## src/rtl/gb_sdram_pkg.sv

```systemverilog
// Shared types and constants for the GameBoy SDRAM arbiter.
// Exports FSM/owner enums, SDRAM address width and the cart-RAM base address.
package gb_sdram_pkg;

   localparam int SDRAM_AW = 26;

   localparam logic [SDRAM_AW-1:0] SDRAM_RAM_BASE = 26'h2000000;

   typedef enum logic [1:0] {
      IDLE,
      BUS,
      DONE
   } arb_state_t;

   typedef enum logic {
      OWN_GB,
      OWN_HPS
   } arb_owner_t;

endpackage

```

## src/rtl/gb_bus_watchdog.sv

```systemverilog
// Counts stalled bus cycles and flags the cycle in which a phase must abort.
// Ports: clk, reset (async low), start (clear), stall (count), expire.
module gb_bus_watchdog #(
   parameter int TIMEOUT_CYCLES = 1024
) (
   input  logic clk,
   input  logic reset,
   input  logic start,
   input  logic stall,
   output logic expire
);

   localparam int WW = (TIMEOUT_CYCLES > 2) ? $clog2(TIMEOUT_CYCLES) : 1;
   localparam logic [WW-1:0] LAST = WW'(TIMEOUT_CYCLES - 1);

   logic [WW-1:0] wd_cnt;

   always_ff @(posedge clk or negedge reset) begin
      if (!reset) begin
         wd_cnt <= '0;
      end else if (start) begin
         wd_cnt <= '0;
      end else if (stall) begin
         wd_cnt <= wd_cnt + WW'(1);
      end
   end

   // The stalled cycle that sees LAST is the final one allowed.
   assign expire = stall && (wd_cnt == LAST);

endmodule

```

## src/rtl/gb_sdram_arbiter.sv

```systemverilog
// Shares one 8-bit Avalon-MM SDRAM master between the GB cart path and HPS.
// Ports: clk, reset, gb_* / hps_* request ports, Avalon master, timeout_err.
module gb_sdram_arbiter
   import gb_sdram_pkg::*;
#(
   parameter int GB_STARVE_MAX  = 4,
   parameter int TIMEOUT_CYCLES = 1024
) (
   input  logic                clk,
   input  logic                reset,
   input  logic                gb_enable,
   input  logic                gb_req,
   input  logic                gb_we,
   input  logic [SDRAM_AW-1:0] gb_addr,
   input  logic [7:0]          gb_wdata,
   output logic                gb_ack,
   output logic [7:0]          gb_rdata,
   input  logic                hps_req,
   input  logic                hps_we,
   input  logic [SDRAM_AW-1:0] hps_addr,
   input  logic [7:0]          hps_wdata,
   output logic                hps_ack,
   output logic [7:0]          hps_rdata,
   output logic [SDRAM_AW-1:0] address,
   output logic                read,
   output logic                write,
   output logic [7:0]          writedata,
   input  logic [7:0]          readdata,
   input  logic                waitrequest,
   output logic                timeout_err
);

   localparam int SW =
      (GB_STARVE_MAX > 0) ? $clog2(GB_STARVE_MAX + 1) : 1;
   localparam logic [SW-1:0] STARVE_TOP = SW'(GB_STARVE_MAX);

   arb_state_t    state;
   arb_owner_t    owner;
   logic [SW-1:0] starve_cnt;

   logic gb_win;
   logic hps_win;
   logic wd_start;
   logic wd_stall;
   logic wd_expire;
   logic [7:0] cap_data;

   // HPS overrides GB priority only once GB has used its streak.
   assign gb_win  = gb_req && gb_enable &&
                    !(hps_req && (starve_cnt == STARVE_TOP));
   assign hps_win = hps_req && !gb_win;

   assign wd_start = (state == IDLE) && (gb_win || hps_win);
   assign wd_stall = (state == BUS) && waitrequest;

   // An aborted read returns all-ones, like an undriven bus.
   assign cap_data = waitrequest ? 8'hFF : readdata;

   gb_bus_watchdog #(
      .TIMEOUT_CYCLES(TIMEOUT_CYCLES)
   ) u_wd (
      .clk    (clk),
      .reset  (reset),
      .start  (wd_start),
      .stall  (wd_stall),
      .expire (wd_expire)
   );

   always_ff @(posedge clk or negedge reset) begin
      if (!reset) begin
         state       <= IDLE;
         owner       <= OWN_GB;
         starve_cnt  <= '0;
         address     <= '0;
         writedata   <= '0;
         read        <= 1'b0;
         write       <= 1'b0;
         gb_ack      <= 1'b0;
         hps_ack     <= 1'b0;
         gb_rdata    <= 8'hFF;
         hps_rdata   <= 8'hFF;
         timeout_err <= 1'b0;
      end else begin
         unique case (state)
            IDLE: begin
               if (!hps_req) begin
                  starve_cnt <= '0;
               end
               if (gb_win) begin
                  owner     <= OWN_GB;
                  address   <= gb_addr;
                  writedata <= gb_wdata;
                  read      <= !gb_we;
                  write     <= gb_we;
                  state     <= BUS;
                  if (hps_req && (starve_cnt != STARVE_TOP)) begin
                     starve_cnt <= starve_cnt + SW'(1);
                  end
               end else if (hps_win) begin
                  owner      <= OWN_HPS;
                  address    <= hps_addr;
                  writedata  <= hps_wdata;
                  read       <= !hps_we;
                  write      <= hps_we;
                  state      <= BUS;
                  starve_cnt <= '0;
               end
            end
            BUS: begin
               if (!waitrequest || wd_expire) begin
                  read  <= 1'b0;
                  write <= 1'b0;
                  state <= DONE;
                  if (waitrequest) begin
                     timeout_err <= 1'b1;
                  end
                  if (owner == OWN_GB) begin
                     gb_ack <= 1'b1;
                     if (read) begin
                        gb_rdata <= cap_data;
                     end
                  end else begin
                     hps_ack <= 1'b1;
                     if (read) begin
                        hps_rdata <= cap_data;
                     end
                  end
               end
            end
            DONE: begin
               gb_ack  <= 1'b0;
               hps_ack <= 1'b0;
               state   <= IDLE;
            end
            default: begin
               state <= IDLE;
            end
         endcase
      end
   end

endmodule

```

## config.mk

```make
export PLATFORM = sky130hd
export DESIGN_NAME = gb_sdram_arbiter
export DESIGN_NICKNAME = d
export VERILOG_FILES = /design/src/rtl/gb_sdram_pkg.sv /design/src/rtl/gb_bus_watchdog.sv /design/src/rtl/gb_sdram_arbiter.sv
export SDC_FILE = /design/constraint.sdc
export NUM_CORES = 1
export LEC_CHECK = 0
export BUFFER_PORTS_ARGS = -buffer_cell sky130_fd_sc_hd__buf_2
export CAP_MARGIN = 20
export CORE_MARGIN = 4
export CORE_UTILIZATION = 52
export CTS_CLUSTER_SIZE = 24
export DETAILED_ROUTE_END_ITERATION = 8
export MAX_ROUTING_LAYER = met4
export PLACE_DENSITY = 0.95
export SYNTH_ARGS = -nofsm -noshare
export SYNTH_HDL_FRONTEND = slang
export SYNTH_SLANG_ARGS = --single-unit
```

## constraint.sdc

```tcl
create_clock -name clk -period 4.86 [get_ports clk]
set_clock_uncertainty 0.15 [all_clocks]
set_input_delay 0.972 -clock clk [delete_from_list [all_inputs] [get_ports clk]]
set_output_delay 0.972 -clock clk [all_outputs]
set_load 0.01 [all_outputs]
```

== Word-level counts from Yosys, hierarchy flattened ==
Cells that the tools add are included.

* Register bits after elaboration: 71
* Input port bits: 84
* Output and inout port bits: 55
* Logic and storage cells: 83

* $add $sub $neg: 2
* Equality and inequality tests: 9
* Multiplexer cells: 30
* Bitwise logic cells: 1
* Reductions and logical operators: 28

{| class="wikitable"
|+ Operator list
! operator !! number
|-
| 2-to-1 mux 26 bit || 2
|-
| 2-to-1 mux 8 bit || 3
|-
| 2-to-1 mux 10 bit || 2
|-
| 2-to-1 mux 3 bit || 4
|-
| AND reduction 3 bit || 4
|-
| 2-to-1 mux 1 bit || 11
|-
| adder 10 x 1 -> 10 bit (second input constant) || 1
|-
| == test 10 bit (second input constant) || 1
|-
| logical AND 1 bit || 8
|-
| case mux 1 bit (2 select lines) || 4
|-
| AND reduction 4 bit || 2
|-
| nonzero test 2 bit || 4
|-
| 2-to-1 mux 2 bit || 3
|-
| inequality test 3 bit (second input constant) || 2
|-
| zero test 1 bit || 5
|-
| inequality test 2 bit (second input constant) || 2
|-
| case mux 2 bit (2 select lines) || 1
|-
| AND reduction 2 bit || 2
|-
| adder 3 x 1 -> 3 bit (second input constant) || 1
|-
| == test 3 bit (second input constant) || 1
|-
| == test 2 x 1 -> 1 bit (second input constant) || 1
|-
| == test 2 bit (second input constant) || 1
|-
| zero test 2 bit || 1
|-
| logical OR 1 bit || 2
|-
| other kinds (2) || 2
|}

== Longest topological paths before layout ==
Gate-level depths: netlist of run 1.

* Word-level depth: 9
* Mapped depth: 7
* Depth with buffers taken out: 6

== By module ==
A second synthesis of run 1 with hierarchy kept.

* Cell total of the unflattened synthesis: 361
* Area total of the unflattened synthesis: 3394.5 µm²

{| class="wikitable"
|+ By module, submodules not included
! module !! instances !! cells an instance !! area each (µm²) !! sequential area each (µm²)
|-
| gb_sdram_arbiter || 1 || 311 || 2885.3 || 1546.5
|-
| gb_bus_watchdog || 1 || 50 || 509.2 || 250.2
|}

== Worst setup path after synthesis of run 1 ==
No wires, ideal clock.

* Kind: input -> register
* Start: input waitrequest
* End: register hps_rdata[0]
* Setup time: 61 ps
* Arrival: 2068 ps
* Data required time: 4649 ps
* Slack: 2582 ps
* Cell stages on the path: 4
* Buffers on the path: 0
* Path through: nand2_2 o41a_4 nor3b_4 o22a_1

* Longest elaborated chain between the ends: 4
* Elaborated cells on any way between the ends: 6
* Classes of those cells: 1 x mux; 5 x reduce/logical

{| class="wikitable"
|+ Ends and longest elaborated chain
! element !! line !! RTL
|-
| from (decl) || gb_sdram_arbiter.sv:29 || <nowiki>input logic waitrequest,</nowiki>
|-
| logical AND 1 bit || gb_sdram_arbiter.sv:54 || <nowiki>assign wd_stall = (state == BUS) && waitrequest;</nowiki>
|-
| logical AND 1 bit || gb_bus_watchdog.sv:29 || <nowiki>assign expire = stall && (wd_cnt == LAST);</nowiki>
|-
| logical OR 1 bit || gb_sdram_arbiter.sv:110 || <nowiki>if (!waitrequest || wd_expire) begin</nowiki>
|-
| AND reduction 4 bit (no line) || -- ||
|-
| to (signal assigned) || gb_sdram_arbiter.sv:125 || <nowiki>hps_rdata <= cap_data;</nowiki>
|-
| to (decl) || gb_sdram_arbiter.sv:23 || <nowiki>output logic [7:0] hps_rdata,</nowiki>
|}

Parallel ways exist; a longest one is shown, timed or not.
A chain may end at the register's enable or synchronous reset.

== Final worst setup path of run 1 ==
* Start: register state[0]
* End: register writedata[1]

* Longest elaborated chain between the ends: 2

{| class="wikitable"
|+ Ends and longest elaborated chain
! element !! line !! RTL
|-
| from (decl) || gb_sdram_arbiter.sv:37 || <nowiki>arb_state_t state;</nowiki>
|-
| from (signal assigned) || gb_sdram_arbiter.sv:71 || <nowiki>state <= IDLE;</nowiki>
|-
| from (signal assigned) || gb_sdram_arbiter.sv:95 || <nowiki>state <= BUS;</nowiki>
|-
| from (signal assigned) || gb_sdram_arbiter.sv:105 || <nowiki>state <= BUS;</nowiki>
|-
| zero test 2 bit || gb_sdram_arbiter.sv:84 || <nowiki>unique case (state)</nowiki>
|-
| AND reduction 2 bit (no line) || -- ||
|-
| to (signal assigned) || gb_sdram_arbiter.sv:92 || <nowiki>writedata <= gb_wdata;</nowiki>
|-
| to (signal assigned) || gb_sdram_arbiter.sv:102 || <nowiki>writedata <= hps_wdata;</nowiki>
|-
| to (decl) || gb_sdram_arbiter.sv:27 || <nowiki>output logic [7:0] writedata,</nowiki>
|}

No other way between the ends.

==> results list, run 1 <==
* Status: finished, final reports clean
* Clock Sink Count: 71
- Required time worst endpoint: 4970 ps
- Yosys mapped a number of flops with a built-in enable equal to 0.
- Synth top area share: 41.46%
- Sorting the synthesized cells by area gives the leading types as dfrtp_1 (41%), dfstp_2 (13%), mux2i_1 (11%).
- N_diodes: 0
* Proportion of synthesized chip area in sequential cells: 54.13%
- Slowest-stage cell, CP: buf_4
- Crit path to: writedata[1]$_DFFE_PN0P_
- Measured in cells, the most critical reg-to-reg path has a length of 7.
- Overall power consumption after layout is estimated at 2.528 mW.
- Final #Nets: 534
- Number of register bits inferred by synthesis: 71
* Final Critical Period: 2440 ps
- For this block, the initial DRC count from the detailed router was 134.
- Before CTS, the worst setup slack after placement is 1884 ps.
* WL per Instance: 16.12 um
- At the end of routability-driven placement, the weighted congestion stood at 0.7902.
- The first global-routing pass estimated 13580 um of wire.
* Number of nets still failing antenna checks after routing: 0
* Dominant cell by count in the synthesized netlist: dfrtp_1
- Unrepaired setup endpoints after global routing: false
* Post-detailed-placement half-perimeter wirelength: 6144 um
* Total Routing Usage GR: 23.39%
- Slack of the critical path: 2420 ps
* CP startpoint kind: flip-flop
- Worst Hold Margin: 338.3 ps
- TritonCTS clock tree: done
* Multi-input combinational cell area: 1438 um^2
- Relative to the synthesized area, the layout overhead comes to 30.19%.
- Input and output buffers added on the ports amount to 138.
- STA puts the critical path data arrival time at 2550 ps.
- Entering global routing, the biggest net connects 80 pins.
- Remaining Overflow, GRT: 0
- Worst r2r dst: writedata[1]$_DFFE_PN0P_
* Chip Width: 87.90 um
- The total count of max-transition violations in the final report came to 0.
- Most instantiated flip-flop cell in the synthesis netlist: dfrtp_1
- Leakage power summed over all cells: 2.148 nW
- Cell occurring most often along the worst timing path: inv_1
* Final hold viol count: 0
* Source-to-sink clock delay at the later pin of the worst-skew pair: 340 ps
* Initial core utilization: 54.77%
* Netlist cell types: 42
* Maximum single-stage delay on the critical path: 600 ps
- The die covers 7726 um^2.
* Clock Root Buffer: clkbuf_8
- Dividing the final minimum period by the clock period gives 50.21%.
- Worst slew margin: 48.76%
- Met1 Use GR: 27.78%
* Crit. End Element: flip-flop
- Maximum ir drop on the vdd rail: 0.3230 mV
* Antenna violations before repair: 0
* Number of placed cells counting well taps: 506
- TritonCTS Buffers: 9
- The final route contains 2844 vias.
- For this design the top-level I/O count stands at 139.
- Pwr/cell area: 585.1 nW/um^2
- Of the cells placed in the final design, the portion with a size suffix greater than 1 is 41.52%.
* Remaining design rule violation count: 0
* Number of standard cells after synthesis: 306
- Total of cells resized after clock tree synthesis: 0
* Via-per-instance ratio: 5.438
- GR peak layer: met2
- Across the run, the number of max-cap violations was 0.
- The H-tree was split into 3 levels.
- The core region is 6061 um^2.
- Via count of the first global-routing pass: 2987
* Final non-filler cell total: 523
* Maximum count of clock buffers along a single path: 2
- Clock transition at the registers of the reported paths: 80 ps
* Crit Path Category: reg2reg
- The tightest min-delay check is of the reg2reg type.
* Filler Cells Inserted: 435
* Met2 Track Usage GR: 38.08%
* Met3 usage: 5.927%
- Crit Reg-Reg Startpoint: state[0]$_DFFE_PN0P_
* Register-to-Register Setup Slack: 2420 ps
* Netlist area before placement: 3319 um^2
- The number of setup buffers added after CTS is 0.
- Final routed wirelength across all metal layers: 8431 um
* Share of async-settable or async-resettable flops after synthesis: 100.0%
* Count of standard-cell rows: 28
- Die H: 87.90 um
- FF+latch area: 1797 um^2
* Hold-fix buffers, CTS: 0
* Setup tns final: 0 ps
- The most critical setup path has its startpoint at state[0]$_DFFE_PN0P_.
- At the pin with the least slew margin, the transition time is 768.6 ps.
- The synthesized design spends more area on one cell type than any other, namely dfrtp_1.
- Yosys printed 0 warnings.
- First-pass iteration count of the detailed router: 4
* Synthesized Nets: 397
* F_max: 409.8 MHz
- Final-report setup violation count: 0
- Avg Synthesized Cell Area: 10.85 um^2
- By count the netlist is led by dfrtp_1 (55), nor2_1 (44), a21oi_1 (40).
- Worst path cell trace: inv_1 > ha_1 > inv_1 > nor2_4 > buf_4 > nor2_1 > a21oi_1
- Maximum net fanout on the critical path: 79
[state kept, by name, summed over array words and instances, names as in the netlist]
name and cells:
address 26, gb_ack 1, gb_rdata 8, hps_ack 1, hps_rdata 8, owner 1, read 1, starve_cnt 3
state 2, timeout_err 1, u_wd.wd_cnt 10, write 1, writedata 8
[per-stage QoR]
| stage | utilization, % | instance area [um^2] |
|---|---|---|
| 6_report | 71.30 | 4322 |
| 5_1_grt | 71.30 | 4322 |
| 3_3_place_gp | 67.05 | 4064 |
| 3_5_place_dp | 67.05 | 4064 |
| 4_1_cts | 70.97 | 4302 |
| 2_1_floorplan | - | 3319 |
[kinds of logic (layout without fill, tap and decap cells)]
logic type	count (synthesis)	in the layout	synth area share [%]
and+or+nand+nor	81	81	11.65
AOI/OAI and AO/OA	83	83	16.59
adders and majority gates	7	7	2.638
muxes	36	36	10.89
buffers and inverters	23	165	2.789
DFF	71	71	54.13
xor gates and xnor gates	5	5	1.319
[layer usage]
metal	vias up	part of all wire, %
met5	-	0
met4	0	2.1
met3	17	7.1
met2	121	51
met1	1333	40
li1	1373	-
[worst max-delay path: cells and delay by family, from the launching register on]
kind / cells / cell delay, ps
buf+inv: 3 / 960
fa+ha+maj: 1 / 420
flops: 1 / 400
simple gates: 2 / 270
compound gates: 1 / 160
[placed cells by master, fill, tap and decap left out, types with 4 or more instances in the layout]
cell type / n
dfrtp_1: 55
nor2_1: 43
a21oi_1: 40
xor2_1: 4
inv_1: 8
mux2i_1: 35
nand3_1: 6
nand2_1: 12
dfstp_2: 16
clkbuf_8: 9
ha_1: 7
buf_2: 138
o21ai_0: 8
o22a_1: 17
[area by class of cell]
class / instances / area share [%]
clock buffer: 11 / 3.040
clock inverter: 5 / 2.461
inverter: 8 / 0.6948
multi-input combinational: 212 / 33.27
sequential: 71 / 41.57
tap: 75 / 2.171
timing repair buffer: 141 / 16.79
[report_power, final]
| group | internal (mW) | switching, mW | leakage, nW |
|---|---|---|---|
| logic | 0.396 | 0.537 | 1.22 |
| clock network | 0.342 | 0.221 | 0.114 |
| registers | 0.883 | 0.148 | 0.819 |
| total | 1.62 | 0.907 | 2.15 |
[worst min path at each step]
stage | from | end | slack [ps] | depth (start not counted)
after detailed placement | timeout_err$_DFFE_PN0P_ | timeout_err$_DFFE_PN0P_ | 330 | 1
after global placement | timeout_err$_DFFE_PN0P_ | timeout_err$_DFFE_PN0P_ | 330 | 1
after CTS | timeout_err$_DFFE_PN0P_ | timeout_err$_DFFE_PN0P_ | 350 | 1
after global routing | timeout_err$_DFFE_PN0P_ | timeout_err$_DFFE_PN0P_ | 360 | 1
final | timeout_err$_DFFE_PN0P_ | timeout_err$_DFFE_PN0P_ | 340 | 1
after floorplan | starve_cnt[2]$_DFFE_PN0P_ | starve_cnt[2]$_DFFE_PN0P_ | 320 | 1
(Power assumes the default switching activity.)
==> run 2: changes to the inputs <==
--- a/config.mk
+++ b/config.mk
@@ -5,14 +5,15 @@
 export SDC_FILE = /design/constraint.sdc
 export NUM_CORES = 1
 export LEC_CHECK = 0
+export ABC_AREA = 1
 export BUFFER_PORTS_ARGS = -buffer_cell sky130_fd_sc_hd__buf_2
 export CAP_MARGIN = 20
 export CORE_MARGIN = 4
-export CORE_UTILIZATION = 52
+export CORE_UTILIZATION = 49
 export CTS_CLUSTER_SIZE = 24
 export DETAILED_ROUTE_END_ITERATION = 8
 export MAX_ROUTING_LAYER = met4
-export PLACE_DENSITY = 0.95
+export PLACE_DENSITY = 0.9
 export SYNTH_ARGS = -nofsm -noshare
 export SYNTH_HDL_FRONTEND = slang
 export SYNTH_SLANG_ARGS = --single-unit
==> constraint.sdc (replaced) <==
create_clock -name clk -period 2.3 [get_ports clk]
set_clock_uncertainty 0.15 [all_clocks]
set_input_delay 0.46 -clock clk [delete_from_list [all_inputs] [get_ports clk]]
set_output_delay 0.46 -clock clk [all_outputs]
set_load 0.01 [all_outputs]
==> run 2 against run 1 <==
- utilization fell by 5.6 points
- sequential share of layout area fell by 1.8 points
- synthesized cell count rose by 32%
- first-iteration DRC count rose by 92%
- final area rose by 4.4%
- count of clock-buffer cells in the layout rose by 1
- via count rose by 17%
- critical endpoint is now address[9]$_DFFE_PN0P_
- largest power group is now combinational cells
==> results list, run 2 <==
- Die H: 92.63 um (was 87.90 um)
- Leading cell type in the layout, fill and taps excluded: buf_2 (unchanged)
* Placeable core area: 6869 um^2 (was 6061 um^2)
- Register name with the most flops: address (unchanged)
* Category of cells accounting for the largest share of critical-path delay: buffers and inverters (unchanged)
* Slowest-stage cell, CP: dfrtp_1 (was buf_4)
- Largest regs: address: 26 flops, u_wd.wd_cnt: 10 flops (unchanged)
* Maximum net fanout on the critical path: 25 (was 79)
- Worst Hold Path Cells: 3 (was 1)
* Crit Path Category: reg2reg (unchanged)
- Final-report setup violation count: 0 (unchanged)
- Level count of the clock H-tree: 3 (unchanged)
* Top cell types by occurrence after synthesis: nand2_1 (91), a21oi_1 (69), dfrtp_1 (55) (was dfrtp_1 (55), nor2_1 (44), a21oi_1 (40))
* Final hold viol count: 0 (unchanged)
- The count of maximum capacitance violations is 0 (unchanged).
- The final HPWL from detailed placement is 6801 um (was 6144 um).
- Share of async-settable or async-resettable flops after synthesis: 100.0% (unchanged)
* Source-to-sink clock delay at the later pin of the worst-skew pair: 350 ps (was 340 ps)
- Main area contributors after synthesis: dfrtp_1 (39%), dfstp_2 (12%), a21oi_1 (9.8%) (was dfrtp_1 (41%), dfstp_2 (13%), mux2i_1 (11%))
- TritonCTS clock tree: done (unchanged)
- The setup fix buffers added after clock tree synthesis came to 0 (unchanged).
- Core occupancy in the finished layout: 65.68% (was 71.30%)
- The area overhead of the layout relative to synthesis is 28.56% (was 30.19%).
* Setup tns final: 0 ps (unchanged)
* Number of nets still failing antenna checks after routing: 0 (unchanged)
* Netlist cell types: 33 (was 42)
- The placer's final routability congestion estimate was 0.8838 (was 0.7902).
- Number of warnings issued by yosys: 0 (unchanged)
- The setup slack of the most critical reg-to-reg path was 410 ps (was 2420 ps).
- Worst slew margin: 57.32% (was 48.76%)
- Clock Sink Count: 71 (unchanged)
- The maximum clock path buffer count was 2 (unchanged).
- Netlist area before placement: 3510 um^2 (was 3319 um^2)
- Pwr/cell area: 1192 nW/um^2 (was 585.1 nW/um^2)
- The remaining design rule violation count was 0 (unchanged).
- The area of placed instances came to 4284 um^2 (was 4064 um^2).
- Status: finished, final reports clean (unchanged)
- Total of cells resized after clock tree synthesis: 0 (unchanged)
- The total routed wirelength was 9096 um (was 8431 um).
- Most instantiated flip-flop cell in the synthesis netlist: dfrtp_1 (unchanged)
* Layout cell share with drive strength beyond 1: 37.96% (was 41.52%)
- The number of DRC violations after detailed-routing iteration 0 was 257 (was 134).
- The library cell occupying the most area in the post-synthesis netlist was dfrtp_1 (unchanged).
- The global-route wire length before repair was 14900 um (was 13580 um).
- Crit path buf inv count: 3 (unchanged)
- Post-layout instance area: 4512 um^2 (was 4322 um^2)
- Unrepaired setup endpoints after global routing: false (unchanged)
* Synthesized Nets: 496 (was 397)
- Clock transition at the registers of the reported paths: 80 ps (about the same)
* Number of standard cells after synthesis: 405 (was 306)
* Crit Reg-Reg Startpoint: state[1]$_DFFE_PN0P_ (was state[0]$_DFFE_PN0P_)
- The endpoint of the worst-slack reg-to-reg timing path is address[9]$_DFFE_PN0P_ (was writedata[1]$_DFFE_PN0P_).
* Via count of the routed design: 3328 (was 2844)
- Worst EP arrival: 2000 ps (was 2550 ps)
- Via-per-instance ratio: 5.168 (was 5.438)
- The synthesis-stage register bit count was 71 (unchanged).
* Slew at the pin with the worst max-slew slack: 640.2 ps (was 768.6 ps)
* First element of the critical path: state[1]$_DFFE_PN0P_ (was state[0]$_DFFE_PN0P_)
- Via count of the first global-routing pass: 3230 (was 2987)
- Number of flops mapped to enable cells by yosys: 0 (unchanged)
* IO Pins: 139 (unchanged)
- The stage delay of the slowest cell on the critical path came to 410 ps (was 600 ps).
- Worst path cell trace: inv_1 > ha_1 > o21ai_4 > inv_2 > buf_12 > nor2_1 > a21oi_1 (was inv_1 > ha_1 > inv_1 > nor2_4 > buf_4 > nor2_1 > a21oi_1).
* Proportion of synthesized chip area in sequential cells: 51.19% (was 54.13%)
* Required time worst endpoint: 2410 ps (was 4970 ps)
* Count of standard-cell rows: 30 (was 28)
- The worst min-delay path category is in2reg (was reg2reg).
- Part of the cycle the worst path needs: 82.16% (was 50.21%)
- The number of cells on the critical path came to 7 (unchanged).
* Dominant cell by count in the synthesized netlist: nand2_1 (was dfrtp_1)
- Initial core utilization: 51.09% (was 54.77%)
* Chip Width: 92.63 um (was 87.90 um)
- Crit. End Element: flip-flop (unchanged)
- CP startpoint kind: flip-flop (unchanged)
* Avg Synthesized Cell Area: 8.666 um^2 (was 10.85 um^2)
* F_max: 529.2 MHz (was 409.8 MHz)
- Final Critical Period: 1890 ps (was 2440 ps)
- The end of the critical path is address[9]$_DFFE_PN0P_ (was writedata[1]$_DFFE_PN0P_).
- The count of buffers inserted at the top-level ports is 138 (unchanged).
- WL per Instance: 14.12 um (was 16.12 um)
- The depth of the most critical reg-to-reg path was 7 (unchanged).
* Total die area: 8580 um^2 (was 7726 um^2)
* Maximum ir drop on the vdd rail: 0.6904 mV (was 0.3230 mV)
- The global router's overall resource usage is 22.51% (was 23.39%).
- The clock buffer count from CTS was 9 (unchanged).
- Clock Root Buffer: clkbuf_8 (unchanged)
- The number of antenna violations at the first check in global routing came to 0 (unchanged).
- Remaining Overflow, GRT: 0 (unchanged)
* First-pass iteration count of the detailed router: 4 (unchanged)
- The number of antenna cells inserted came to 0 (unchanged).
- The total leakage power was 2.229 nW (was 2.148 nW).
* Pin count of the biggest net entering global routing: 45 (was 80)
- The final net count came to 634 (was 534).
- Top library cells by usage in the layout, fill and taps aside: buf_2 (138), nand2_1 (91), a21oi_1 (69) (was buf_2 (138), dfrtp_1 (55), nor2_1 (43))
* Worst min-delay path startpoint: gb_wdata[6] (was timeout_err$_DFFE_PN0P_)
- Synth top area share: 39.22% (was 41.46%)
- Hold-fix buffers, CTS: 1 (was 0)
* Number of flip-flops in the largest register: 26 (unchanged)
- Max-slew violation count: 0 (unchanged)
## run 2: changes by cell type after synthesis, moves of 13 or more
cell	previous run	this run
o22a_1	17	0
nand2_1	12	91
a21oi_1	40	69
inv_1	8	21
mux2i_1	35	0
o21ai_2	0	16
## run 2: power by group
| part | internal [mW] | leakage, nW | switching [mW] |
|---|---|---|---|
| Combinational | 0.861 | 1.31 | 1.31 |
| Sequential | 1.85 | 0.820 | 0.292 |
| Clock | 0.589 | 0.101 | 0.473 |
## run 2: logic make-up after synthesis
kind of cell,after synthesis,share of synthesized area [%]
buffers and inverters,42,5.597
and+or+nand+nor,181,23.10
DFF,71,51.19
adders and majority gates,7,2.495
xor gates and xnor gates,4,0.9984
AOI/OAI and AO/OA,100,16.61
## run 2: layout make-up
type,instances,area (um^2)
multi-input cells,292,1516
clock inverters,4,52.55
repair buffers,145,770.7
well taps,96,120.1
fillers,550,2357
inverters,24,90.09
flip-flops and latches,71,1797
clock buffers,12,165.2
## run 2: tightest hold or removal path: cells and delay by family
| family | cells | cell delay, ps |
|---|---|---|
| and+or+nand+nor | 1 | 50 |
| AOI/OAI and AO/OA | 1 | 60 |
| buffers and inverters | 1 | 90 |
## run 2: how the worst min path moves through the flow
stage                                     to  slack [ps]
finish              writedata[6]$_DFFE_PN0P_         200
global route         address[25]$_DFFE_PN0P_         190
CTS                 writedata[6]$_DFFE_PN0P_         190
detailed placement   timeout_err$_DFFE_PN0P_         300
global placement     timeout_err$_DFFE_PN0P_         290
floorplan             address[0]$_DFFE_PN0P_          10
## run 2: through the flow
| stage | cells | hold slack (ps) | worst slack (ps) | power (mW) |
|---|---|---|---|---|
| 6_report | 644 | 197.0 | 410.2 | 5.379 |
| 5_1_grt | 644 | 187.3 | 260.4 | 5.795 |
| 4_1_cts | 644 | 192.3 | 420.5 | 5.423 |
| 3_5_place_dp | 627 | 304.6 | 436.2 | 4.343 |
| 3_3_place_gp | 627 | 294.4 | 518.4 | 4.235 |
| 2_1_floorplan | 405 | 14.41 | 669.1 | 3.457 |
## run 2: metal layers
layer  part of all wire [%]  up-vias  global-route usage, %
met4                    1.6        0                  7.937
li1                       -     1601                      -
met3                    7.3       18                  5.686
met1                     43     1568                  27.74
met5                      0        -                      -
met2                     49      141                  36.25
==> run 3: changes to the inputs <==
--- a/config.mk
+++ b/config.mk
@@ -9,11 +9,11 @@
 export BUFFER_PORTS_ARGS = -buffer_cell sky130_fd_sc_hd__buf_2
 export CAP_MARGIN = 20
 export CORE_MARGIN = 4
-export CORE_UTILIZATION = 49
+export CORE_UTILIZATION = 44
 export CTS_CLUSTER_SIZE = 24
 export DETAILED_ROUTE_END_ITERATION = 8
 export MAX_ROUTING_LAYER = met4
-export PLACE_DENSITY = 0.9
+export PLACE_DENSITY = 0.85
 export SYNTH_ARGS = -nofsm -noshare
 export SYNTH_HDL_FRONTEND = slang
 export SYNTH_SLANG_ARGS = --single-unit
==> constraint.sdc (replaced) <==
create_clock -name clk -period 1.65 [get_ports clk]
set_clock_uncertainty 0.15 [all_clocks]
set_input_delay 0.33 -clock clk [delete_from_list [all_inputs] [get_ports clk]]
set_output_delay 0.33 -clock clk [all_outputs]
set_load 0.01 [all_outputs]
==> run 3 against run 2 <==
- first-iteration DRC count is 50% lower
- sequential share of layout area fell by 2.8 points
- sequential power is 40% higher
- worst setup slack worse by 380 ps
- worst hold slack worse by 120 ps
- critical endpoint is now address[0]$_DFFE_PN0P_
- largest cell class unchanged
==> results list, run 3 (same netlist as run 2, synthesis figures left out) <==
- The stage delay of the slowest cell on the critical path is 370 ps (was 410 ps).
- The standard cell core area was 7727 um^2 (was 6869 um^2).
- Via count of the routed design: 3445 (was 3328)
* CP startpoint kind: flip-flop (unchanged)
* Level count of the clock H-tree: 3 (unchanged)
- DRT iter0 DRCs: 128 (was 257)
- The most flop-heavy register was address (unchanged).
* Leading cell type in the layout, fill and taps excluded: buf_2 (unchanged)
* Worst slew margin: 74.93% (was 57.32%)
- The final net count was 652 (was 634).
- Maximum ir drop on the vdd rail: 0.8388 mV (was 0.6904 mV)
- Required time worst endpoint: 1760 ps (was 2410 ps)
* Antenna violations before repair: 1 (was 0)
* Count of standard-cell rows: 32 (was 30)
- Slowest-stage cell, CP: dfrtp_1 (unchanged)
- Crit Path Category: reg2reg (unchanged)
* Switching fraction of total power: 39.68% (was 38.61%)
- The type of element capturing the critical path was a flip-flop (unchanged).
- Fraction of power consumed by sequential logic: 38.4% (was 39.9%)
* Final routed wirelength across all metal layers: 10120 um (was 9096 um)
- Clock transition at the registers of the reported paths: 80 ps (about the same)
- The filler cell count is 642 (was 550).
* Switching power of the nets: 3.095 mW (was 2.077 mW)
* Logic gate share of total power: 45.3% (was 40.4%)
* Number of flip-flops in the largest register: 26 (unchanged)
- Largest regs: address: 26 flops, u_wd.wd_cnt: 10 flops (unchanged)
- The clock root buffer master is clkbuf_8 (unchanged).
* Pint: 4.706 mW (was 3.303 mW)
- The count of buffers inserted at the top-level ports is 138 (unchanged).
- The number of detailed-routing iterations run before antenna repair came to 4 (unchanged).
* Crit Reg-Reg Startpoint: starve_cnt[0]$_DFFE_PN0P_ (was state[1]$_DFFE_PN0P_)
- The via density per instance is 5.149 (was 5.168).
* Remaining Overflow, GRT: 0 (unchanged)
- The start point of the worst min-delay path was gb_wdata[5] (was gb_wdata[6]).
- The insertion delay of the later-clocked pin in the worst-skew pair was 340 ps (was 350 ps).
* Chip Width: 97.31 um (was 92.63 um)
* TritonCTS clock tree: done (unchanged)
- The post-route antenna net violation count came to 0 (unchanged).
- Pwr/cell area: 1606 nW/um^2 (was 1192 nW/um^2)
* WL per Instance: 15.12 um (was 14.12 um)
- The number of global-route vias before repair is 3479 (was 3230).
- Worst path cell trace: inv_1 > ha_2 > nand3_4 > nand2_8 > inv_6 > clkbuf_16 > nand2_1 > a21oi_1 (was inv_1 > ha_1 > o21ai_4 > inv_2 > buf_12 > nor2_1 > a21oi_1)
* Total die area: 9469 um^2 (was 8580 um^2)
- The global-route wire length before repair is 15900 um (was 14900 um).
* Post-layout instance area: 4856 um^2 (was 4512 um^2)
* Cell area after placement: 4412 um^2 (was 4284 um^2)
- The endpoint of the worst-slack reg-to-reg timing path is address[0]$_DFFE_PN0P_ (was address[9]$_DFFE_PN0P_).
- Die H: 97.31 um (was 92.63 um)
- The final HPWL from detailed placement came to 6939 um (was 6801 um).
- Hold-critical path endpoint: writedata[5]$_DFFE_PN0P_ (was writedata[6]$_DFFE_PN0P_)
- Top library cells by usage in the layout, fill and taps aside: buf_2 (138), nand2_1 (90), a21oi_1 (59) (was buf_2 (138), nand2_1 (91), a21oi_1 (69)).
* Core occupancy in the finished layout: 62.84% (was 65.68%)
- The peak fanout along the critical path was 16 (was 25).
- The layout cell share with drive strength beyond 1 was 42.93% (was 37.96%).
- Leakage power summed over all cells: 2.361 nW (was 2.229 nW)
- Initial core utilization: 45.42% (was 51.09%)
* Reg2reg path depth: 8 (was 7)
- The worst min-delay path category was in2reg (unchanged).
- Status: finished, final reports clean (unchanged)
- Part of the cycle the worst path needs: 98.03% (was 82.16%)
* Slew at the pin with the worst max-slew slack: 376.1 ps (was 640.2 ps)
* Final-report setup violation count: 0 (unchanged)
* Clock share of power: 16.3% (was 19.7%)
- Remaining design rule violation count: 0 (unchanged)
- TritonCTS Buffers: 9 (unchanged)
- The maximum clock frequency came to 618.2 MHz (was 529.2 MHz).
* Worst EP arrival: 1730 ps (was 2000 ps)
- The area overhead of the layout relative to synthesis came to 38.36% (was 28.56%).
- The placer's final routability congestion estimate came to 0.8667 (was 0.8838).
- The total count of max-transition violations in the final report was 0 (unchanged).
- The maximum clock path buffer count came to 2 (unchanged).
- The I/O pin total is 139 (unchanged).
- Max-cap viol count: 0 (unchanged)
- Final hold viol count: 0 (unchanged)
- The pin count of the biggest net entering global routing is 72 (was 45).
* Register-to-Register Setup Slack: 30 ps (was 410 ps)
- Clock Sink Count: 71 (unchanged)
* Final Critical Period: 1618 ps (was 1890 ps)
- Worst Hold Path Cells: 3 (unchanged)
- The global router's overall resource usage came to 20.73% (was 22.51%).
- Unrepaired setup endpoints after global routing: true (was false).
## run 3: worst max-delay path by stage
stage                                from                        to  slack, ps  cells after the start
2_1_floorplan        state[1]$_DFFE_PN0P_  hps_rdata[6]$_DFFE_PN1P_         20                     10
3_3_place_gp         state[1]$_DFFE_PN0P_         write$_DFFE_PN0P_         20                      9
3_5_place_dp         state[1]$_DFFE_PN0P_      state[0]$_DFFE_PN0P_        -70                      9
4_1_cts         starve_cnt[0]$_DFFE_PN0P_    address[1]$_DFFE_PN0P_         -9                      8
5_1_grt        u_wd.wd_cnt[0]$_DFFE_PN0P_   gb_rdata[1]$_DFFE_PN1P_        -50                      8
6_report        starve_cnt[0]$_DFFE_PN0P_    address[0]$_DFFE_PN0P_         30                      8
## run 3: power by group through the flow
stage	sequential, mW	clock (mW)	combinational, mW
final	2.99	1.27	3.54
after global routing	3.08	1.41	3.92
after CTS	2.99	1.30	3.29
after detailed placement	3.00	0	3.27
after global placement	2.99	0	3.15
after floorplan	3.30	0	1.52
## run 3: what timing repair did
action / in CTS / in global routing
endpoints found under the hold margin: 55 / 0
resized for setup: 3 / 28
buffers inserted: 0 / 1
endpoints found under the setup margin: 22 / 62
pin swaps: 0 / 1
cloned: 0 / 6
hold buffers: 1 / 0
## run 3: area by class of cell
type	instances	area (um^2)	share of cell area, %
Inverter	24	97.59	2.010
Antenna cell	1	2.502	0.05153
Sequential cell	71	1797	37.00
Tap cell	102	127.6	2.628
Clock buffer	10	137.6	2.834
Timing Repair Buffer	162	1021	21.03
Multi-Input combinational cell	293	1630	33.57
Clock inverter	6	42.54	0.8761
## run 3: stage by stage
step                setup TNS [ps]  hold slack (ps)  total power, mW  setup slack [ps]  cells
floorplan                        0           -115.6            4.819             19.14    405
global placement                 0            238.3            6.135             22.54    644
detailed placement          -483.8            236.5            6.269            -71.28    644
CTS                         -9.014            57.74            7.578            -9.014    661
global route                -470.6            63.13            8.403            -48.64    669
finish                           0            72.61            7.801             32.46    669
## run 3: critical path: cells and delay by family (launching register included)
family	cells	cell delay, ps
fa+ha+maj	1	210
compound gates	1	170
buf+inv	3	350
flops	1	370
simple gates	3	280
## run 3: layer usage
layer	share of wire [%]	vias up	GRT usage [%]
met1	41	1632	25.56
li1	-	1641	-
met4	1.0	0	5.325
met5	0	-	-
met3	8.7	12	5.743
met2	49	160	33.97
